$ cat config.mk
export PLATFORM = sky130hd
export DESIGN_NAME = ring_inject_fifo
export DESIGN_NICKNAME = d
export VERILOG_FILES = /design/src/rtl/ring_inject_fifo.sv
export SDC_FILE = /design/constraint.sdc
export NUM_CORES = 1
export LEC_CHECK = 0
export CAP_MARGIN = 20
export CORE_UTILIZATION = 49
export DETAILED_ROUTE_END_ITERATION = 10
export MAX_ROUTING_LAYER = met4
export PLACE_DENSITY = 0.84
export SYNTH_ARGS = -nofsm -noshare
export SYNTH_HDL_FRONTEND = slang
export SYNTH_SLANG_ARGS = --single-unit
$ cat constraint.sdc
create_clock -name clk -period 2.6 [get_ports clk]
set_input_delay 0.52 -clock clk [delete_from_list [all_inputs] [get_ports clk]]
set_output_delay 0.52 -clock clk [all_outputs]
set_load 0.02 [all_outputs]
$ cat src/rtl/ring_inject_fifo.sv
// ring_inject_fifo: per-execution-unit staging FIFO in front of a ring
// insertion port. Results are held until the ring slot at this position
// is free, and the execution unit is throttled with ready/valid so that
// no result is ever offered to an occupied slot and lost.
//
// Optional feature macro: RING_INJECT_BYPASS_EN
//   When defined, a result arriving at an empty FIFO with a free slot is
//   inserted in the same cycle without being written into storage.
module ring_inject_fifo #(
    parameter int XLEN          = 32,
    parameter int PHYS_REG_SIZE = 256,
    parameter int ROB_ENTRY     = 256,
    parameter int DEPTH         = 4,
    localparam int TAG_W        = $clog2(PHYS_REG_SIZE),
    localparam int ROB_W        = $clog2(ROB_ENTRY),
    localparam int PTR_W        = $clog2(DEPTH),
    localparam int CNT_W        = $clog2(DEPTH) + 1
) (
    input  logic             clk,
    input  logic             rst,
    input  logic             flush,
    input  logic             in_valid,
    output logic             in_ready,
    input  logic [TAG_W-1:0] in_update_reg,
    input  logic [XLEN-1:0]  in_update_val,
    input  logic [ROB_W-1:0] in_rob_entry,
    input  logic             slot_busy,
    output logic             out_update,
    output logic [TAG_W-1:0] out_update_reg,
    output logic [XLEN-1:0]  out_update_val,
    output logic [ROB_W-1:0] out_rob_entry,
    output logic [CNT_W-1:0] count,
    output logic [7:0]       stall_cnt
);

    // Payload storage; deliberately not reset.
    logic [TAG_W-1:0] r_reg_mem [DEPTH];
    logic [XLEN-1:0]  r_val_mem [DEPTH];
    logic [ROB_W-1:0] r_rob_mem [DEPTH];

    logic [PTR_W-1:0] r_head;
    logic [PTR_W-1:0] r_tail;
    logic [CNT_W-1:0] r_count;
    logic [7:0]       r_stall_cnt;

    logic w_active;
    logic w_has_entry;
    logic w_pop;
    logic w_push;
    logic w_bypass;
    logic w_write;

    assign w_active    = rst && !flush;
    assign w_has_entry = (r_count != {CNT_W{1'b0}});
    assign in_ready    = w_active && (r_count < CNT_W'(DEPTH));
    assign w_push      = in_valid && in_ready;
    assign w_pop       = w_active && w_has_entry && !slot_busy;

`ifdef RING_INJECT_BYPASS_EN
    assign w_bypass    = w_active && !w_has_entry && in_valid && !slot_busy;
`else
    assign w_bypass    = 1'b0;
`endif

    // A bypassed result goes straight to the ring and never occupies storage.
    assign w_write     = w_push && !w_bypass;
    assign out_update  = w_pop || w_bypass;
    assign count       = r_count;
    assign stall_cnt   = r_stall_cnt;

    // Select the insertion payload: the head entry, or the live input when bypassing.
    always_comb begin
        out_update_reg = r_reg_mem[r_head];
        out_update_val = r_val_mem[r_head];
        out_rob_entry  = r_rob_mem[r_head];
        if (w_bypass) begin
            out_update_reg = in_update_reg;
            out_update_val = in_update_val;
            out_rob_entry  = in_rob_entry;
        end else begin
            out_update_reg = r_reg_mem[r_head];
            out_update_val = r_val_mem[r_head];
            out_rob_entry  = r_rob_mem[r_head];
        end
    end

    // Write accepted results into the tail slot of the payload storage.
    always_ff @(posedge clk) begin
        if (w_write) begin
            r_reg_mem[r_tail] <= in_update_reg;
            r_val_mem[r_tail] <= in_update_val;
            r_rob_mem[r_tail] <= in_rob_entry;
        end
    end

    // Pointer and occupancy bookkeeping; reset and flush both empty the FIFO.
    always_ff @(posedge clk) begin
        if (!rst || flush) begin
            r_head  <= {PTR_W{1'b0}};
            r_tail  <= {PTR_W{1'b0}};
            r_count <= {CNT_W{1'b0}};
        end else begin
            if (w_write) begin
                r_tail <= r_tail + PTR_W'(1);
            end
            if (w_pop) begin
                r_head <= r_head + PTR_W'(1);
            end
            case ({w_write, w_pop})
                2'b10:   r_count <= r_count + CNT_W'(1);
                2'b01:   r_count <= r_count - CNT_W'(1);
                default: r_count <= r_count;
            endcase
        end
    end

    // Count consecutive cycles where a buffered head is held off by a busy slot.
    always_ff @(posedge clk) begin
        if (!rst || flush) begin
            r_stall_cnt <= 8'd0;
        end else if (w_pop || !w_has_entry) begin
            r_stall_cnt <= 8'd0;
        end else if (slot_busy) begin
            if (r_stall_cnt != 8'hFF) begin
                r_stall_cnt <= r_stall_cnt + 8'd1;
            end
        end else begin
            r_stall_cnt <= 8'd0;
        end
    end

endmodule

==> impl_metrics.py <==
metrics = {
    "power": {
        "peakVddDrop_mv": 0.624,
        "p_leak_uw": 0.00322,
        "power_uw": 6850,
        "cellPowerDensity_nw_per_um2": 686,
    },
    "synthesis": {
        "synth_cell_type_count": 37,
        "yosysSeqAreaShare_pct": 78.3,
        "synth_top_area_share_pct": 73.9,
        "synthTopCellsByArea": "edfxtp_1 (74%), mux4_2 (14%), dfxtp_1 (4.4%), ha_1 (0.96%), a21oi_1 (0.58%)",
        "yosysTopAreaCell": "edfxtp_1",
        "async_flop_share_pct": 0,
        "synth_seq_cells": 209,
        "syn-instance-count": 352,
        "synth_ff_type": "edfxtp_1",
        "synth_edf_count": 192,
        "ys_warn_count": 0,
        "avgSynthCellArea_sq_um": 22.2,
        "syn_nets": 412,
        "synth_area_sq_um": 7800,
    },
    "routing": {
        "route.met2.wl_mm": 7.77,
        "drt_iter0_drc": 238,
        "top_layer": "met4",
        "wl_per_cell_um": 20.4,
        "via_count": 3879,
        "ant_nets": 0,
        "drc": 0,
        "dr_wl_met3_um": 911,
        "m1WireLength_mm": 5.75,
        "first_pass_iters": 4,
        "wirelength_mm": 14.7,
        "vias_per_cell": 5.39,
    },
    "job": {
        "maxCapViolCount": 0,
    },
    "die": {
        "die_w_um": 128,
        "num_io_pins": 114,
        "rows": 45,
        "initial_core_util_pct": 50.7,
        "core_sq_um": 15400,
        "dieArea_sq_um": 16400,
        "die_y_um": 128,
    },
    "grt": {
        "grt_overflow": 0,
        "grt_pass1_wl_mm": 22.6,
        "first_global_vias": 4196,
        "track_usage_pct": 19.0,
        "grt_max_degree": 49,
        "antenna_found_initial": 0,
    },
    "sta": {
        "finalCritPeriodShare_pct": 96.9,
        "hold_viol_final": 0,
        "finalCriticalPeriod_ns": 2.52,
        "rsz0062_at_grt": "false",
        "setup_violations": 0,
        "timing.hold.ws_ns": 0.476,
        "fmax_mhz": 397,
        "relSlewSlack_pct": 76.0,
        "finalClockSkew_ns": 0.00963,
        "maxSlewViolCount": 0,
        "tightest_slew_ns": 0.356,
    },
    "cells_and_area": {
        "final_common_cell": "edfxtp_1",
        "final_cell_mix": "edfxtp_1 (192), clkdlybuf4s50_1 (64), mux4_2 (48), dlygate4sd2_1 (47), clkbuf_16 (23)",
        "drive_gt1_share_pct": 20.4,
        "syn_to_final_growth_pct": 28.0,
        "final_cell_area_sq_um": 9980,
        "diodes": 0,
        "utilization_pct": 64.9,
        "finalNetCount": 553,
    },
    "setup_path": {
        "worstPathRequired_ns": 2.08,
        "crit_arrival_ns": 2.00,
        "critical_path.max_fanout": 11,
        "worstSetupEndpointType": "output pin",
        "startpoint_type": "flip-flop",
        "path_class": "reg2out",
    },
    "clocking": {
        "clk_pin_slew_ns": 0.06,
        "cts_setup_buffers": 0,
        "cts_made_buffers": 22,
        "cts.sinks": 209,
        "cts_hold_buffers": 0,
        "cts_tree": "built",
        "cts_max_level": 1,
        "clk_latency_ns": 0.48,
        "clock_path_buffers": 3,
        "cts_root_buf": "clkbuf_16",
    },
    "place": {
        "postPlaceCellArea_sq_um": 9320,
        "hpwl_mm": 8.98,
        "portBuffers": 113,
        "globalplace.congestion": 0.757,
    },
    "status": {
        "run_status": "finished clean",
    },
    "worst_hold_path": {
        "hp-class": "reg2reg",
    },
}
through the flow:
stage,setup WS (ns),std cells,TNS [ns]
after floorplan,0.0526,352,0
after global placement,0.00607,679,0
after detailed placement,-0.0712,679,-0.0712
after CTS,0.0110,720,0
after global routing,0.000528,720,0
final,0.0816,720,0
synthesized netlist by cell type, types with 3 or more instances:
master / instances
edfxtp_1: 192
nor3_1: 7
and2_1: 5
or3_1: 3
nand3_1: 6
buf_6: 3
ha_1: 6
buf_2: 4
nand2_1: 4
o21ai_0: 4
a21oi_1: 9
inv_1: 8
dfxtp_1: 17
clkbuf_1: 3
mux4_2: 48
nor2_1: 6
critical path: stages, from the launching register on:
cell,delay (ns)
dfxtp_4,0.43
buf_6,0.22
mux4_2,0.53
dlygate4sd2_1,0.35
layer usage:
metal  track usage, %  vias to the layer above
li1                 -                     1745
met1             21.7                     1980
met2             33.8                      127
met3             4.34                       27
met4             5.26                        0
met5                -                        -
repair_timing:
action,in CTS,in global routing
setup endpoints to repair,48,15
gates cloned,1,0
gates resized for setup,50,5
sequential cells by signal (all words and copies together), names as in the netlist, named ones only:
register   count
r_rob_mem     32
count          3
r_head         2
r_tail         2
r_val_mem    128
stall_cnt      8
r_reg_mem     32
final cells by class:
type	count	area, sq um
Inverter	8	30.0
Sequential cell	209	6110
Timing Repair Buffer	130	1310
Tap cell	211	264
Multi-Input combinational cell	122	1590
Clock inverter	10	75.1
Clock buffer	30	602
Fill cell	1039	5390
cell families (layout without fill, tap and decap cells):
group,after synthesis,in the layout,share of synthesized area [%]
mux,50,50,14.1
xor+xnor,3,3,0.337
fa+ha+maj,7,7,1.22
flops,209,209,78.3
buf+inv,21,178,1.48
compound gates,19,19,1.43
simple gates,43,43,3.13
path summary, 6_finish.rpt:
| kind | from | endpoint | slack (ns) | depth (start not counted) |
|---|---|---|---|---|
| worst max-delay path | flip-flop | out_rob_entry[6] | 0.08 | 3 |
| worst min-delay path | r_head[1] | flip-flop | 0.48 | 2 |
| worst max register to register | count[2] | count[2] | 0.53 | 8 |
| worst min register to register | r_head[1] | flip-flop | 0.48 | 2 |
report_power, final:
| group | total [uW] | switching (uW) | leakage, uW | internal [uW] |
|---|---|---|---|---|
| registers | 3700 | 8.27 | 0.00187 | 3700 |
| clock network | 2890 | 1170 | 0.000333 | 1720 |
| logic | 254 | 121 | 0.00102 | 132 |
| total | 6850 | 1300 | 0.00322 | 5550 |
No activity file was read; power rests on OpenSTA's default activity.
